File: src/rtl/fifo_protocol_monitor.sv
// fifo_protocol_monitor
//   Watches the handshake of NUM_CH independent FIFOs, keeps a shadow
//   occupancy per channel and flags protocol violations against it:
//     code 0 OVF      : write while full
//     code 1 UDF      : read while empty
//     code 2 FULL_MM  : full flag disagrees with shadow occupancy == DEPTH
//     code 3 EMPTY_MM : empty flag disagrees with shadow occupancy == 0
// Ports
//   clk, rst_n        : clock, synchronous active-low reset
//   chk_en            : enables violation reporting (shadow always tracks)
//   clr               : clears sticky flags, counter and first-error capture
//   wr_en/rd_en       : per-channel requests as seen at the FIFO
//   full/empty        : per-channel FIFO status flags
//   occ               : per-channel shadow occupancy, channel i at [i*OCC_W +: OCC_W]
//   err_pulse         : one-cycle per-channel violation pulse
//   err_sticky        : sticky codes, bit i*4+k = code k of channel i
//   err_count         : saturating count of cycles with any violation
//   first_valid/ch/code : capture of the first violation since reset/clr
//   irq               : OR of all sticky bits
module fifo_protocol_monitor #(
    parameter int NUM_CH = 1,
    parameter int DEPTH  = 16,
    parameter int CNT_W  = 16,
    localparam int OCC_W = $clog2(DEPTH + 1),
    localparam int CH_W  = (NUM_CH > 1) ? $clog2(NUM_CH) : 1
) (
    input  logic                      clk,
    input  logic                      rst_n,
    input  logic                      chk_en,
    input  logic                      clr,
    input  logic [NUM_CH-1:0]         wr_en,
    input  logic [NUM_CH-1:0]         rd_en,
    input  logic [NUM_CH-1:0]         full,
    input  logic [NUM_CH-1:0]         empty,
    output logic [NUM_CH*OCC_W-1:0]   occ,
    output logic [NUM_CH-1:0]         err_pulse,
    output logic [NUM_CH*4-1:0]       err_sticky,
    output logic [CNT_W-1:0]          err_count,
    output logic                      first_valid,
    output logic [CH_W-1:0]           first_ch,
    output logic [1:0]                first_code,
    output logic                      irq
);

    localparam logic [OCC_W-1:0] OCC_MAX = OCC_W'(DEPTH);

    logic [NUM_CH*OCC_W-1:0] occ_q, occ_d;
    logic [NUM_CH-1:0]       pulse_q, pulse_d;
    logic [NUM_CH*4-1:0]     sticky_q, sticky_d;
    logic [CNT_W-1:0]        count_q, count_d;
    logic                    fvalid_q, fvalid_d;
    logic [CH_W-1:0]         fch_q, fch_d;
    logic [1:0]              fcode_q, fcode_d;
    logic                    irq_d;

    logic [3:0]              viol [NUM_CH];
    logic                    any_viol;
    logic [CH_W-1:0]         low_ch;
    logic [1:0]              low_code;

    always_comb begin
        occ_d    = occ_q;
        any_viol = 1'b0;
        low_ch   = '0;
        low_code = 2'd0;
        for (int i = 0; i < NUM_CH; i++) begin
            logic [OCC_W-1:0] cur;
            logic             wr_acc, rd_acc;
            cur     = occ_q[i*OCC_W +: OCC_W];
            wr_acc  = wr_en[i] && !full[i];
            rd_acc  = rd_en[i] && !empty[i];
            viol[i] = {empty[i] != (cur == '0),
                       full[i]  != (cur == OCC_MAX),
                       rd_en[i] && empty[i],
                       wr_en[i] && full[i]};
            // Saturating update; simultaneous accepted write+read holds.
            if (wr_acc && !rd_acc && cur != OCC_MAX)
                occ_d[i*OCC_W +: OCC_W] = cur + 1'b1;
            else if (rd_acc && !wr_acc && cur != '0)
                occ_d[i*OCC_W +: OCC_W] = cur - 1'b1;
        end
        // Walk high-to-low so the lowest violating channel/code wins.
        for (int i = NUM_CH - 1; i >= 0; i--) begin
            if (viol[i] != 4'd0) begin
                any_viol = 1'b1;
                low_ch   = CH_W'(i);
                for (int k = 3; k >= 0; k--) begin
                    if (viol[i][k])
                        low_code = 2'(k);
                end
            end
        end
    end

    // Clear is applied first, then any same-cycle violation on top of it.
    always_comb begin
        sticky_d = clr ? '0 : sticky_q;
        count_d  = clr ? '0 : count_q;
        fvalid_d = clr ? 1'b0 : fvalid_q;
        fch_d    = clr ? '0 : fch_q;
        fcode_d  = clr ? 2'd0 : fcode_q;
        pulse_d  = '0;
        if (chk_en) begin
            for (int i = 0; i < NUM_CH; i++) begin
                pulse_d[i]          = |viol[i];
                sticky_d[i*4 +: 4]  = sticky_d[i*4 +: 4] | viol[i];
            end
            if (any_viol) begin
                if (count_d != {CNT_W{1'b1}})
                    count_d = count_d + 1'b1;
                if (!fvalid_d) begin
                    fvalid_d = 1'b1;
                    fch_d    = low_ch;
                    fcode_d  = low_code;
                end
            end
        end
        irq_d = |sticky_d;
    end

    always_ff @(posedge clk) begin
        if (!rst_n) begin
            occ_q    <= '0;
            pulse_q  <= '0;
            sticky_q <= '0;
            count_q  <= '0;
            fvalid_q <= 1'b0;
            fch_q    <= '0;
            fcode_q  <= 2'd0;
            irq      <= 1'b0;
        end else begin
            occ_q    <= occ_d;
            pulse_q  <= pulse_d;
            sticky_q <= sticky_d;
            count_q  <= count_d;
            fvalid_q <= fvalid_d;
            fch_q    <= fch_d;
            fcode_q  <= fcode_d;
            irq      <= irq_d;
        end
    end

    assign occ         = occ_q;
    assign err_pulse   = pulse_q;
    assign err_sticky  = sticky_q;
    assign err_count   = count_q;
    assign first_valid = fvalid_q;
    assign first_ch    = fch_q;
    assign first_code  = fcode_q;

endmodule

File: config.mk
export PLATFORM = sky130hd
export DESIGN_NAME = fifo_protocol_monitor
export DESIGN_NICKNAME = d
export VERILOG_FILES = /design/src/rtl/fifo_protocol_monitor.sv
export SDC_FILE = /design/constraint.sdc
export NUM_CORES = 1
export LEC_CHECK = 0
export CORE_MARGIN = 1
export CORE_UTILIZATION = 45
export CTS_CLUSTER_SIZE = 25
export DETAILED_ROUTE_END_ITERATION = 6
export PLACE_DENSITY = 0.77
export SETUP_SLACK_MARGIN = 0.4
export SKIP_CTS_REPAIR_TIMING = 1
export SLEW_MARGIN = 25
export SYNTH_ARGS = -nofsm -noshare
export SYNTH_HDL_FRONTEND = slang
export SYNTH_SLANG_ARGS = --single-unit
File: constraint.sdc
create_clock -name clk -period 2.12 [get_ports clk]
set_input_delay 0.424 -clock clk [delete_from_list [all_inputs] [get_ports clk]]
set_output_delay 0.424 -clock clk [all_outputs]
set_load 0.01 [all_outputs]
# Word level (Yosys, flattened, before mapping)
# Index checks and enable logic that the tools add are counted.
# word_totals
output_inout_bits	31
word_cells	61
inputBits	8
ff_bits	31
# classes
n_reduce_logical	19
n_eq_ne	5
n_bitwise	1
muxes	25
addsub	3
# op_table
operator	count
16-bit 2-to-1 mux	4
2-bit 2-to-1 mux	9
16-bit by 1-bit adder with 16-bit output (second input constant)	1
16-bit inequality test (second input constant)	1
5-bit 2-to-1 mux	2
1-bit logical AND	8
1-bit 2-to-1 mux	8
4-bit 2-to-1 mux	2
4-bit OR reduction	2
5-bit by 1-bit adder with 5-bit output (second input constant)	1
5-bit equality test (second input constant)	1
5-bit logical NOT	1
5-bit inequality test (second input constant)	1
5-bit nonzero test	1
5-bit by 1-bit subtractor with 5-bit output (second input constant)	1
1-bit logical NOT	4
4-bit bitwise OR	1
4-bit nonzero test	1
1-bit inequality test	2
2-bit AND reduction	1
2-bit nonzero test	1

# Longest topological paths before layout
# depth
ltp_word	10
depth_mapped	9
depth_no_buf	8

# Least setup slack after synthesis
# OpenSTA, ideal clock, no wires.
# synth_path
path_type	register -> register
startpoint	reg occ_q[0], in the netlist occ[0]
endpoint	reg occ_q[4], in the netlist occ[4]
path_buffers	0
path_slack_ns	-0.284
setup_ns	0.118
synth_period_minus_slack_ns	2.404
arrival_time_ns	2.286
stages_incl_launch_ff	9
t_required_ns	2.002
path_cell_list	dfxtp_1 or4_1 o211ai_2 ha_1 a21o_1 a21oi_1 xnor2_1 nand2_1 mux2i_1
# synth_via
elab_chain_cells	3
elab_cells_between_ends	9
classes_between	add/sub: 2; eq/ne: 1; mux: 2; reduce/logical: 4
# synth_rtl
element	line	rtl
start, declared	47	logic [NUM_CH*OCC_W-1:0] occ_q, occ_d;
start signal, assigned	123	occ_q <= '0;
start signal, assigned	132	occ_q <= occ_d;
5-bit by 1-bit subtractor with 5-bit output, or another cell as far along	80	occ_d[i*OCC_W +: OCC_W] = cur - 1'b1;
5-bit 2-to-1 mux, or another cell as far along	79	else if (rd_acc && !wr_acc && cur != '0)
5-bit 2-to-1 mux or 2-bit nonzero test (tied branches)	n/a	
# Several ways; a longest one is shown, not always the timed one. The select of a mux whose other input is x is not followed.
# A chain may end at the register's enable or synchronous reset.

# Worst setup path after layout
# layout_path
startpoint	reg occ_q[1], in the netlist occ[1]
endpoint	reg occ_q[4], in the netlist occ[4]
# The elaborated chain is that of the path after synthesis.

==> metrics.txt <==
# TYPE chip_impl_metric gauge
chip_impl_metric{name="fin_setup_tns",unit="ps"} -513
chip_impl_metric{name="synth.net_count",unit=""} 210
chip_impl_metric{name="die_w",unit="microns"} 64.7
chip_impl_metric{name="dp.cells",unit=""} 331
chip_impl_metric{name="max_slew.worst_pin.slew",unit="ps"} 459
chip_impl_metric{name="ioPinCount",unit=""} 39
chip_impl_info{name="cts_tree",value="done"} 1
chip_impl_metric{name="global_route.usage.total",unit="%"} 26.8
chip_impl_metric{name="synth.distinct_cells",unit=""} 58
chip_impl_metric{name="drtPass1Iterations",unit=""} 4
chip_impl_metric{name="post-route-period-util",unit="%"} 110
chip_impl_metric{name="route.detailed.wl_per_inst",unit="microns"} 17.7
chip_impl_metric{name="fin_total_pwr",unit="W"} 0.00224
chip_impl_info{name="timing.rr.end",value="occ[4]"} 1
chip_impl_info{name="path_delay_family",value="simple AND/OR/NAND/NOR gates"} 1
chip_impl_info{name="endpoint_kind",value="register"} 1
chip_impl_metric{name="synth-seq-cells",unit=""} 31
chip_impl_metric{name="hpwl",unit="mm"} 3.78
chip_impl_metric{name="number_of_enable_type_register_cells_in_the_synthesized_netlist",unit=""} 0
chip_impl_metric{name="total_die_area",unit="sq um"} 4190
chip_impl_metric{name="routed_via_density",unit=""} 5.77
chip_impl_metric{name="timing.final.hold_violations",unit=""} 0
chip_impl_metric{name="timing.reg2reg.setup_slack",unit="ps"} -220
chip_impl_metric{name="syn_avg_cell_area",unit="sq um"} 8.99
chip_impl_metric{name="slew_headroom",unit="%"} 69.0
chip_impl_info{name="grt_setup_unrepaired",value="true"} 1
chip_impl_metric{name="via_count_of_the_first_global_routing_pass",unit=""} 1878
chip_impl_info{name="worst-setup-path-type",value="register to register"} 1
chip_impl_metric{name="initial_core_util",unit="%"} 47.7
chip_impl_info{name="violated_checks",value="negative setup slack"} 1
chip_impl_metric{name="static_leakage",unit="nW"} 1.40
chip_impl_metric{name="dr_total_vias",unit=""} 2013
chip_impl_metric{name="regArea",unit="sq um"} 636
chip_impl_metric{name="clock_buffer_count_from_cts",unit=""} 5
chip_impl_metric{name="core",unit="sq um"} 3720
chip_impl_metric{name="layout_setup_ws",unit="ps"} -222
chip_impl_metric{name="drtAntennaViolNets",unit=""} 0
chip_impl_metric{name="nets",unit=""} 313
chip_impl_info{name="synthFlopType",value="dfxtp_1"} 1
chip_impl_metric{name="post_route_cells_drive_above_1_share",unit="%"} 39.2
chip_impl_metric{name="n_antenna_cell",unit=""} 0
chip_impl_info{name="worstHoldEndpoint",value="first_ch"} 1
chip_impl_metric{name="timing.max_cap.violations",unit=""} 0
chip_impl_metric{name="period_minus_slack",unit="ps"} 2340
chip_impl_metric{name="arrival",unit="ps"} 2530
chip_impl_metric{name="power_density",unit="nW/um^2"} 740
chip_impl_metric{name="mapped_cells",unit=""} 197
chip_impl_metric{name="critical_path_peak_fanout",unit=""} 4
chip_impl_metric{name="cts_clock_pin_slew_for_the_worst_setup_and_hold_paths",unit="ps"} 70
chip_impl_metric{name="stdcell_count",unit=""} 349
chip_impl_metric{name="max-vdd-ir-drop",unit="uV"} 755
chip_impl_metric{name="grt.overflow.total",unit=""} 0
chip_impl_info{name="crit_chain",value="or4_4 > o211ai_4 > buf_6 > ha_4 > a21o_1 > a21oi_2 > xnor2_1 > nand2_1 > mux2i_1"} 1
chip_impl_metric{name="detailedRoute.firstIterationViolations",unit=""} 131
chip_impl_metric{name="ys_async_sr_fraction",unit="%"} 0
chip_impl_metric{name="numPortBuffers",unit=""} 38
chip_impl_metric{name="cts_buffer_depth",unit=""} 2
chip_impl_info{name="worstReg2RegStart",value="occ[1]"} 1
chip_impl_metric{name="min_delay_path_depth",unit=""} 1
chip_impl_metric{name="seq_area_frac_synth",unit="%"} 35.0
chip_impl_metric{name="clock_sink_count",unit=""} 31
chip_impl_metric{name="drc",unit=""} 0
chip_impl_metric{name="initial_antenna_violation_count",unit=""} 0
chip_impl_metric{name="gp_congestion",unit=""} 0.874
chip_impl_metric{name="syn2layout_area_growth",unit="%"} 71.0
chip_impl_info{name="synth.top_cells.by_area",value="dfxtp_1, mux2i_1, xnor2_1"} 1
chip_impl_metric{name="final.setup_skew",unit="ps"} 8.99
chip_impl_metric{name="yosys.area.top_type_share",unit="%"} 35.0
chip_impl_metric{name="grt_first_pass_wirelength",unit="mm"} 8.59
chip_impl_metric{name="num_rows",unit=""} 22
chip_impl_info{name="run_status",value="complete, but fails checks"} 1
chip_impl_info{name="synth.largest_area_cell",value="dfxtp_1"} 1
chip_impl_metric{name="multi_input_comb_area",unit="sq um"} 1290
chip_impl_metric{name="finalWirelength",unit="mm"} 6.19
chip_impl_metric{name="synth-warning-count",unit=""} 0
chip_impl_metric{name="setup_viol_count_final",unit=""} 7
chip_impl_info{name="worst_hold_path_type",value="register to register"} 1
chip_impl_info{name="critical_path.startpoint_type",value="register"} 1
chip_impl_metric{name="crit_buf_inv",unit=""} 1
chip_impl_metric{name="worst_skew_pair.late_latency",unit="ps"} 290
chip_impl_metric{name="htree_levels",unit=""} 2
chip_impl_metric{name="required_worst_endpoint",unit="ps"} 2310
chip_impl_metric{name="drv_slew",unit=""} 0
chip_impl_metric{name="max_stage_delay",unit="ps"} 550
chip_impl_metric{name="die_y",unit="microns"} 64.7
chip_impl_metric{name="grt_start_max_net_pins",unit=""} 28
chip_impl_info{name="cts_root_buf",value="clkbuf_8"} 1
chip_impl_metric{name="max_freq",unit="MHz"} 427
chip_impl_info{name="min_from",value="first_ch"} 1
chip_impl_metric{name="synthesis.area",unit="sq um"} 1770
chip_impl_info{name="crit_path_top_delay_cell",value="or4_4"} 1
chip_impl_metric{name="r2r_cells",unit=""} 9
chip_impl_metric{name="fillerInstances",unit=""} 218
-- cell type report --
type / count / area share, %
multi-input cells: 153 / 42.5
repair buffers: 105 / 30.2
flip-flops and latches: 31 / 21.0
clock buffers: 6 / 2.73
well taps: 48 / 1.98
clock inverters: 2 / 1.16
inverters: 4 / 0.495
-- through the flow --
step | setup slack, ps | util [%] | instance area, sq um | hold slack (ps)
CTS | -188 | 76.4 | 2840 | 455
floorplan | -90.8 | - | 1900 | 481
global route | -226 | 81.5 | 3030 | 465
finish | -222 | 81.5 | 3030 | 453
detailed placement | -449 | 73.2 | 2720 | 447
global placement | -393 | 73.2 | 2720 | 442
-- layer usage --
layer,global-route usage (%),share of wire (%),wire [microns]
met1,32.8,40,2470
met5,0,0,0
met3,6.16,4.3,266
met2,45.1,52,3210
met4,10.6,3.9,243
-- flip-flops by register name, indices dropped and copies added (netlist names) --
signal / flops
err_count: 16
occ: 5
first_code: 2
irq: 1
err_sticky: 4
err_pulse: 1
first_valid: 1
first_ch: 1
-- cells in the mapped netlist (2+ instances only) --
library cell and n:
ha_1 4, nor3_1 2, nor2b_1 7, a22oi_1 2, o2111ai_1 3, nand3_1 8
nand2_1 16, nor4_1 2, a32oi_1 2, inv_1 3, mux2i_1 9, o211ai_1 2
a211oi_1 2, nand4_1 4, xnor2_1 7, dfxtp_1 31, o21ai_0 3, xor2_1 2
and3_1 2, nor3b_1 2, buf_2 3, o31ai_1 2, nor2_1 16, clkbuf_1 6
a21o_1 8, or3_1 4, a21oi_1 11, nand4b_1 2, nand3b_1 3
-- worst max-delay path by stage --
stage           start      endpoint  slack (ps)  cells past startpoint
6_report       occ[1]        occ[4]        -220                      9
5_1_grt        occ[1]        occ[4]        -230                      9
4_1_cts        occ[1]        occ[4]        -190                      9
3_5_place_dp    wr_en        occ[4]        -450                      9
3_3_place_gp      clr  err_count[6]        -390                      7
2_1_floorplan  occ[1]        occ[4]         -90                      8
-- logic make-up (layout without fill, tap and decap cells) --
kind of cell             Yosys count  after routing  share of synthesized area (%)
AND/OR/NAND/NOR                   81             81                           27.3
AO/OA/AOI/OAI                     49             49                           21.3
flip-flops                        31             31                           35.0
buffers and inverters             13            117                           2.97
XOR/XNOR                           9              9                           4.45
multiplexers                       9              9                           5.08
adder cells (fa/ha/maj)            5              5                           3.95
-- cells in the final DEF (no fill, tap or decap), types with 3 or more instances in the layout --
cell             instances
nand2_1                 15
a21oi_1                  9
dfxtp_1                 21
clkdlybuf4s50_1         30
a21o_1                   8
dlymetal6s2s_1           8
buf_6                    3
nor2b_1                  4
ha_4                     3
clkbuf_8                 6
nand3_1                  8
nor2_1                  16
inv_1                    3
nand3b_1                 3
dfxtp_2                  9
nor3_2                   3
nand4_1                  4
or3_1                    3
mux2i_1                  9
buf_4                   64
xnor2_1                  6
-- power breakdown --
part | leakage (nW) | switching [W] | internal, W
Clock | 0.0612 | 0.000237 | 0.000380
Combinational | 1.08 | 0.000456 | 0.000493
Sequential | 0.258 | 0.0000393 | 0.000636
Total | 1.40 | 0.000733 | 0.00151
(Power assumes the default switching activity.)
